==> config.mk <==
export PLATFORM = sky130hd
export DESIGN_NAME = inverse_transform_unit
export DESIGN_NICKNAME = d
export VERILOG_FILES = /design/src/rtl/inverse_transform_unit_pkg.sv /design/src/rtl/inverse_transform_unit_mac.sv /design/src/rtl/inverse_transform_unit.sv
export SDC_FILE = /design/constraint.sdc
export NUM_CORES = 1
export LEC_CHECK = 0
export BUFFER_PORTS_ARGS = -buffer_cell sky130_fd_sc_hd__clkbuf_2
export CORE_MARGIN = 8
export CORE_UTILIZATION = 60
export CTS_CLUSTER_SIZE = 14
export DETAILED_ROUTE_END_ITERATION = 8
export PLACE_DENSITY = 0.82
export SETUP_SLACK_MARGIN = 0.5
export SLEW_MARGIN = 20
export SYNTH_ARGS = -nofsm -noshare
export SYNTH_HDL_FRONTEND = slang
export SYNTH_SLANG_ARGS = --single-unit
==> constraint.sdc <==
create_clock -name clk -period 12.25 [get_ports clk]
set_input_delay 1.8375 -clock clk [delete_from_list [all_inputs] [get_ports clk]]
set_output_delay 1.8375 -clock clk [all_outputs]
set_load 0.02 [all_outputs]
==> src/rtl/inverse_transform_unit_pkg.sv <==
// Shared primitive types for the geometry pipeline plus Q8.8 constants.
package inverse_transform_unit_pkg;

    // Q8.8 format constants
    localparam int unsigned Q_FRAC = 8;
    localparam logic [15:0] Q_MAX  = 16'h7FFF;
    localparam logic [15:0] Q_MIN  = 16'h8000;

    typedef struct packed {
        logic [15:0] x;
        logic [15:0] y;
        logic [15:0] z;
    } Vertex_t;

    typedef struct packed {
        logic [15:0] i;
        logic [15:0] j;
        logic [15:0] k;
    } Vector_t;

    // Column matrix: v1, v2, v3 are the three columns
    typedef struct packed {
        Vector_t v1;
        Vector_t v2;
        Vector_t v3;
    } Matrix_t;

endpackage

==> src/rtl/inverse_transform_unit_mac.sv <==
// Signed Q8.8 multiply-accumulate with floor-shift reduction to 16 bits.
// Q8_8_SAT_EN: when defined, out-of-range results clamp and raise sat.
module q8_8_mac
    import inverse_transform_unit_pkg::*;
#(
    parameter int FRAC_BITS = 8,
    parameter int ACC_W     = 34
) (
    input  logic        clk,
    input  logic        rst_n,
    input  logic        clr,
    input  logic        en,
    input  logic [15:0] a,
    input  logic [15:0] b,
`ifdef Q8_8_SAT_EN
    output logic        sat,
`endif
    output logic [15:0] result
);

    logic signed [31:0]      prod;
    logic signed [ACC_W-1:0] acc_q;
    logic signed [ACC_W-1:0] acc_d;
    logic signed [ACC_W-1:0] sum;

    // Product and running sum including the current term
    always_comb begin
        prod = $signed(a) * $signed(b);
        sum  = acc_q + {{(ACC_W-32){prod[31]}}, prod};
    end

    // Clear wins over accumulate so the final term of a row can flush in one cycle
    always_comb begin
        acc_d = acc_q;
        if (clr) begin
            acc_d = '0;
        end else if (en) begin
            acc_d = sum;
        end
    end

    // Accumulator register
    always_ff @(posedge clk or negedge rst_n) begin
        if (!rst_n) begin
            acc_q <= '0;
        end else begin
            acc_q <= acc_d;
        end
    end

`ifdef Q8_8_SAT_EN
    logic [ACC_W-FRAC_BITS-16:0] upper;
    // Result is representable only if all bits above bit 15 of the shifted sum match the sign
    always_comb begin
        upper  = sum[ACC_W-1:FRAC_BITS+15];
        sat    = !((&upper) || !(|upper));
        result = sum[FRAC_BITS +: 16];
        if (sat) begin
            result = sum[ACC_W-1] ? Q_MIN : Q_MAX;
        end
    end
`else
    // Arithmetic shift then keep low 16 bits (wraps on overflow)
    always_comb begin
        result = sum[FRAC_BITS +: 16];
    end
`endif

endmodule

==> src/rtl/inverse_transform_unit.sv <==
// Computes M^T * P in Q8.8 using one shared MAC over nine cycles.
// Q8_8_SAT_EN: when defined, results saturate and out_ovf reports it.
module inverse_transform_unit
    import inverse_transform_unit_pkg::*;
#(
    parameter int FRAC_BITS = 8,
    parameter int ACC_W     = 34
) (
    input  logic    clk,
    input  logic    rst_n,
    input  logic    in_valid,
    output logic    in_ready,
    input  Vertex_t in_point,
    input  Matrix_t in_matrix,
    output logic    out_valid,
    input  logic    out_ready,
    output Vertex_t out_point,
    output logic    out_ovf
);

    typedef enum logic [1:0] {
        s_idle,
        s_calc,
        s_out
    } state_t;

    state_t      state_q, state_d;
    logic [1:0]  row_q, row_d;
    logic [1:0]  term_q, term_d;
    Vertex_t     pt_q;
    Matrix_t     mat_q;
    Vertex_t     out_point_q;
    logic        load;
    logic        acc_clr;
    logic        acc_en;
    logic        wr;
    Vector_t     col;
    logic [15:0] mac_a;
    logic [15:0] mac_b;
    logic [15:0] mac_res;

    // Next-state and control decode
    always_comb begin
        state_d = state_q;
        row_d   = row_q;
        term_d  = term_q;
        load    = 1'b0;
        acc_clr = 1'b0;
        acc_en  = 1'b0;
        wr      = 1'b0;
        case (state_q)
            s_idle: begin
                if (in_valid) begin
                    load    = 1'b1;
                    acc_clr = 1'b1;
                    row_d   = 2'd0;
                    term_d  = 2'd0;
                    state_d = s_calc;
                end
            end
            s_calc: begin
                acc_en = 1'b1;
                if (term_q == 2'd2) begin
                    wr      = 1'b1;
                    acc_clr = 1'b1;
                    term_d  = 2'd0;
                    if (row_q == 2'd2) begin
                        row_d   = 2'd0;
                        state_d = s_out;
                    end else begin
                        row_d = row_q + 2'd1;
                    end
                end else begin
                    term_d = term_q + 2'd1;
                end
            end
            s_out: begin
                if (out_ready) begin
                    state_d = s_idle;
                end
            end
            default: state_d = s_idle;
        endcase
    end

    // Operand select: row picks the matrix column (transpose), term picks the component
    always_comb begin
        case (row_q)
            2'd0:    col = mat_q.v1;
            2'd1:    col = mat_q.v2;
            default: col = mat_q.v3;
        endcase
        case (term_q)
            2'd0: begin
                mac_a = col.i;
                mac_b = pt_q.x;
            end
            2'd1: begin
                mac_a = col.j;
                mac_b = pt_q.y;
            end
            default: begin
                mac_a = col.k;
                mac_b = pt_q.z;
            end
        endcase
    end

    // State, counters, operand capture and result registers
    always_ff @(posedge clk or negedge rst_n) begin
        if (!rst_n) begin
            state_q     <= s_idle;
            row_q       <= 2'd0;
            term_q      <= 2'd0;
            pt_q        <= '0;
            mat_q       <= '0;
            out_point_q <= '0;
        end else begin
            state_q <= state_d;
            row_q   <= row_d;
            term_q  <= term_d;
            if (load) begin
                pt_q  <= in_point;
                mat_q <= in_matrix;
            end
            if (wr) begin
                case (row_q)
                    2'd0:    out_point_q.x <= mac_res;
                    2'd1:    out_point_q.y <= mac_res;
                    default: out_point_q.z <= mac_res;
                endcase
            end
        end
    end

`ifdef Q8_8_SAT_EN
    logic       mac_sat;
    logic [2:0] ovf_q;

    // Per-component saturation flags, cleared when a new point is accepted
    always_ff @(posedge clk or negedge rst_n) begin
        if (!rst_n) begin
            ovf_q <= 3'b000;
        end else if (load) begin
            ovf_q <= 3'b000;
        end else if (wr) begin
            ovf_q[row_q] <= mac_sat;
        end
    end

    assign out_ovf = |ovf_q;
`else
    assign out_ovf = 1'b0;
`endif

    q8_8_mac #(
        .FRAC_BITS (FRAC_BITS),
        .ACC_W     (ACC_W)
    ) u_mac (
        .clk    (clk),
        .rst_n  (rst_n),
        .clr    (acc_clr),
        .en     (acc_en),
        .a      (mac_a),
        .b      (mac_b),
`ifdef Q8_8_SAT_EN
        .sat    (mac_sat),
`endif
        .result (mac_res)
    );

    assign in_ready  = (state_q == s_idle);
    assign out_valid = (state_q == s_out);
    assign out_point = out_point_q;

endmodule

==> run_results.csv, run 1 <==
group,metric,value,unit
setup_path,cp.required,12.64,ns
final_layout,layout.nets,2574,
floorplanning,core_area,33300,sq um
clock_tree,cts_sinks,270,
grt,grtUsageTotal,27.4,%
floorplanning,fp.dieH,199,um
sta,min_period,10.07,ns
setup_path,worst_ep_arrival_time,10.46,ns
synthesis,async_flop_share,100,%
floorplanning,die-area,39700,sq um
routing,drt_wl_total,52700,um
routing,wl_per_cell,20.6,um
clock_tree,tritoncts,"yes",
routing,viasPerCell,5.67,
routing,drc,0,
grt,grt_overflow_total,0,
grt,antenna_found_initial,1,
clock_tree,post_cts_buffers,0,
sta,fmax,0.0993,GHz
synthesis,yosysWarnings,0,
routing,drt_iter0_markers,995,
grt,grt_pass1_vias,15900,
setup_path,cp_max_fo,26,
floorplanning,rows,67,
routing,ant_nets,0,
floorplanning,io_pins,247,
floorplanning,die_w,199,um
setup_path,worstSetupPathType,"flip-flop to flip-flop",
clock_tree,htreeDepth,1,
sta,slew_violations,0,
sta,setup_tns,0,ns
synthesis,syn_avg_cell_area,10.8,sq um
synthesis,synthCells,1869,
final_layout,synthToLayoutAreaGrowth,12.8,%
synthesis,synth_cell_types,61,
place,portBuffers,245,
routing,vias,14500,
final_layout,drive_gt1_share,27.5,%
sta,finClkSkew,0.0210,ns
sta,finalSetupViolations,0,
clock_tree,cts.repair.resized,0,
setup_path,slowest_delay,0.88,ns
setup_path,crit_path_top_delay_cell,"dfrtp_2",
final_layout,final_cell_mix,"inv_1 (270), dfrtp_1 (266), mux2_2 (246)",
clock_tree,cts_buffers,28,
final_layout,num-fill-cells,2505,
sta,rsz0062_at_grt,"no",
final_layout,mostFrequentLayoutCell,"inv_1",
clock_tree,clk_path_buf_depth,3,
place,gp_congestion,0.942,
routing,dr.pass1.iters,5,
status,status,"complete, no violations",
grt,grt_pass1_wl,85300,um
synthesis,ys_seq_area_share,33.5,%
synthesis,syn_nets,2350,
clock_tree,clkSlewWorstSetupHoldPaths,0.06,ns
sta,max_slew.worst_pin.slew,1.11,ns
clock_tree,root_buffer,"clkbuf_16",
synthesis,synth_area,20100,sq um
sta,finalHoldViolations,0,
clock_tree,cts-hold-fix-buffers,0,
job,max_cap_violations,0,
clock_tree,clk_latency,0.56,ns
setup_path,crit_top_cell,"fa_1",
place,dp_hpwl,41300,um
floorplanning,initial_core_util,60.5,%
synthesis,synth_edf_count,0,
min_path,hold_class,"flip-flop to flip-flop",
grt,grt_start_max_net_pins,117,
synthesis,ys_ff_latch,270,
sta,timing.final.crit_share,82.2,%
setup_path,end_kind,"flip-flop",
setup_path,crit_path_start_kind,"flip-flop",
synthesis,ys.flop_type,"dfrtp_1",
sta,relSlewSlack,26.0,%
synthesized netlist by cell type (2+ instances only):
master    number  area [sq um]
a211oi_1       9          67.6
a21o_1        17           128
a21oi_1       57           285
a221oi_1       2          17.5
a22o_1        16           140
a31oi_1        3          18.8
a32o_1         2          20.0
and2_1         7          43.8
and3_1         4          25.0
buf_1          6          22.5
buf_2          5          25.0
buf_4          3          22.5
clkbuf_1      54           203
dfrtp_1      270          6760
fa_1         188          3760
ha_1          97          1210
inv_1        270          1010
mux2_1         6          67.6
mux2_2       246          2770
mux2i_1       45           450
mux4_2        10           225
nand2_1      152           571
nand2b_1      16           100
nand3_1       10          50.1
nand4_1        2          12.5
nor2_1       169           634
nor2b_1       12          75.1
nor3_1        13          65.1
o211ai_1      12          90.1
o21a_1        21           158
o21ai_0       38           190
o21ai_1       11          55.1
o21ai_2        3          26.3
o21bai_1       7          52.6
o31ai_1        4          30.0
or2_2          3          18.8
or3_1          4          25.0
xnor2_1       44           385
xor2_1         9          78.8
layout make-up:
cell class	count	area, sq um	area share (%)
flip-flops and latches	270	6760	29.8
multi-input cells	1258	12100	53.2
inverters	270	1010	4.46
clock buffers	44	821	3.61
clock inverters	6	95.1	0.418
diodes	1	2.50	0.0110
well taps	448	561	2.47
repair buffers	265	1390	6.12
worst paths after layout:
| path | from | to | slack, ns | depth (start not counted) |
|---|---|---|---|---|
| hold reg to reg | out_point[22] | out_point[22] | 0.48 | 2 |
| max in group asynchronous | rst_n | u_mac.acc_q[19] | 9.37 | 2 |
| setup reg to reg | row_q[0] | out_point[14] | 2.18 | 30 |
| setup / recovery | row_q[0] | out_point[14] | 2.18 | 30 |
| hold / removal | out_point[22] | out_point[22] | 0.48 | 2 |
| min in group asynchronous | rst_n | mat_q[31] | 1.33 | 1 |
routing by layer:
metal	GRT usage, %	vias to the layer above	share of wire [%]
met3	5.73	111	7.1
li1	-	6547	-
met2	45.9	546	49
met5	0	-	0
met1	35.2	7324	40
met4	9.31	0	3.5
critical path, delay by kind of cell (launching register included):
family,cells,cell delay [ns]
simple gates,6,1.01
fa+ha+maj,8,3.84
buf+inv,6,0.81
flops,1,0.88
mux,2,0.88
compound gates,8,2.44
registers in the layout, indices dropped and copies added, names as in the netlist:
| name | count |
|---|---|
| mat_q | 144 |
| out_point | 48 |
| pt_q | 48 |
| u_mac.acc_q | 24 |
| row_q | 2 |
| state_q | 2 |
| term_q | 2 |
kinds of logic (layout without fill, tap and decap cells):
group / after synthesis / count (layout) / share of synthesized area, %
adder cells (fa/ha/maj): 285 / 285 / 24.7
multiplexers: 309 / 309 / 17.6
AO/OA/AOI/OAI: 214 / 214 / 6.90
XOR/XNOR: 55 / 55 / 2.50
AND/OR/NAND/NOR: 394 / 394 / 8.12
flip-flops: 270 / 270 / 33.5
other: 1 / 2 / 0.0186
buffers and inverters: 341 / 585 / 6.61
stage by stage:
stage	utilization, %	hold WS [ns]	std cells	setup slack (ns)	area, sq um
after floorplan	-	0.456	1869	3.42	20100
after global placement	65.5	0.465	2511	2.43	21800
after detailed placement	65.5	0.473	2511	2.31	21800
after CTS	68.3	0.487	2561	2.25	22700
after global routing	68.3	0.509	2562	1.54	22700
final	68.3	0.485	2562	2.18	22700
Power of run 1 is left out: the tool's default activity adds up to more than one toggle a clock period on the data nets, which glitch-free logic cannot reach.
==> run 2, diff against run 1 <==
==> constraint.sdc (replaced) <==
create_clock -name clk -period 9.4 [get_ports clk]
set_input_delay 1.41 -clock clk [delete_from_list [all_inputs] [get_ports clk]]
set_output_delay 1.41 -clock clk [all_outputs]
set_load 0.02 [all_outputs]
==> run 2 against run 1 <==
  * Count of clock-buffer cells in the layout shrank 2
  * Register-to-register slack got worse by 1.4 ns
  * Core utilization rose by 2.5 points
  * Critical path type unchanged
  * Global-route usage is 0.67 points higher
  * Sequential share of layout area down 1.0 points
  * Non-clock buffer count increased by 61
==> run_results.csv, run 2 (synthesis gave the netlist of run 1 again) <==
group,metric,value,unit
setup_path,crit_start,"row_q[0]",
routing,wl_met3,4380,um
floorplanning,fp.dieH,199,um
final_layout,regMostFlops,"mat_q",
setup_path,r2r_start,"row_q[0]",
grt,grtUsageTotal,28.0,%
setup_path,worst_ep_arrival_time,9.13,ns
grt,antenna_found_initial,1,
clock_tree,clk_path_buf_depth,3,
place,dp_hpwl,41900,um
setup_path,crit_top_cell,"inv_1",
floorplanning,io_pins,247,
clock_tree,htreeDepth,1,
sta,min_period,8.64,ns
floorplanning,core_area,33300,sq um
routing,top_layer,"met4",
grt,grt_start_max_net_pins,157,
clock_tree,clk_latency,0.57,ns
final_layout,drive_gt1_share,31.8,%
setup_path,critPathTopFamily,"adder cells",
grt,grt_pass1_vias,16200,
clock_tree,cts_sinks,270,
clock_tree,clkSlewWorstSetupHoldPaths,0.06,ns
clock_tree,cts_buffers,29,
final_layout,multiInputGateArea,12300,sq um
floorplanning,die_w,199,um
clock_tree,root_buffer,"clkbuf_16",
routing,drt_iter0_markers,1045,
routing,drc,0,
setup_path,cp_num_buf_inv,9,
final_layout,synthToLayoutAreaGrowth,16.9,%
sta,fmax,0.116,GHz
setup_path,crit_path_top_delay_cell,"dfrtp_4",
floorplanning,rows,67,
routing,dr.pass1.iters,5,
final_layout,final_cell_mix,"inv_1 (266), dfrtp_1 (266), mux2_2 (244), clkbuf_2 (244), fa_1 (186)",
sta,finClkSkew,0.0208,ns
grt,grt_overflow_total,0,
setup_path,cp_max_fo,7,
min_path,hold_class,"flip-flop to flip-flop",
sta,finalSetupViolations,0,
routing,met1_length,22400,um
final_layout,layout.nets,2636,
sta,finalHoldViolations,0,
status,status,"complete, no violations",
setup_path,slowest_delay,0.55,ns
setup_path,cp.required,9.90,ns
floorplanning,initial_core_util,60.5,%
floorplanning,die-area,39700,sq um
sta,slew_violations,0,
sta,timing.final.crit_share,91.9,%
setup_path,worstSetupPathType,"flip-flop to flip-flop",
sta,setup_tns,0,ns
routing,ant_nets,0,
final_layout,largest_reg_flops,144,
routing,wl_per_cell,21.0,um
routing,vias,14900,
grt,grt_pass1_wl,87200,um
sta,max_slew.worst_pin.slew,1.09,ns
routing,met2WireLength,26200,um
place,gp_congestion,0.931,
final_layout,register_area,6770,sq um
min_path,hp-start,"out_point[21]",
routing,drt_wl_total,55100,um
clock_tree,tritoncts,"yes",
setup_path,crit_path_start_kind,"flip-flop",
final_layout,num-fill-cells,2324,
place,portBuffers,245,
sta,relSlewSlack,27.5,%
job,max_cap_violations,0,
setup_path,end_kind,"flip-flop",
sta,rsz0062_at_grt,"no",
routing,viasPerCell,5.68,
[run 2: repair_timing]
action                                 in CTS  in global routing
pin swaps                                   0                 33
hold buffers                                0                  0
setup buffers                               6                 22
gates cloned                                0                  1
gates resized for setup                    13                 64
endpoints found under the hold margin       0                  0
setup endpoints to repair                  16                 24
[run 2: cell type report]
type / count / share of cell area (%)
Clock inverter: 10 / 0.425
Clock buffer: 42 / 3.50
Inverter: 270 / 4.30
Antenna cell: 1 / 0.0106
Tap cell: 448 / 2.38
Sequential cell: 270 / 28.8
Multi-Input combinational cell: 1258 / 52.3
Timing Repair Buffer: 326 / 8.34
[run 2: worst min-delay path: stages (launching register included)]
cell     delay, ns
dfrtp_1       0.34
nand2_1       0.04
o21ai_0       0.06
[run 2: worst paths after layout]
check / endpoint / slack [ns] / depth (start not counted)
setup / recovery: out_point[15] / 0.76 / 35
hold / removal: out_point[21] / 0.48 / 2
setup reg to reg: out_point[15] / 0.76 / 35
hold reg to reg: out_point[21] / 0.48 / 2
max in group asynchronous: term_q[1] / 7.16 / 2
min in group asynchronous: mat_q[79] / 0.86 / 1
[run 2: stage by stage]
step           hold slack [ns]  std cells  worst slack [ns]  instance area (sq um)  util, %
3_5_place_dp             0.481       2543             0.177                  22100     66.3
5_1_grt                  0.513       2625             0.373                  23600     70.8
3_3_place_gp             0.463       2543             0.393                  22100     66.3
6_report                 0.482       2625             0.764                  23600     70.8
2_1_floorplan            0.456       1869             0.573                  20100        -
4_1_cts                  0.485       2601             0.490                  23100     69.3
[run 2: per-layer routing]
| layer | vias up | track usage [%] |
|---|---|---|
| met5 | - | 0 |
| met2 | 593 | 44.6 |
| li1 | 6659 | - |
| met1 | 7533 | 37.2 |
| met3 | 135 | 6.74 |
| met4 | 0 | 10.3 |
Power of run 2 is left out for the same reason.
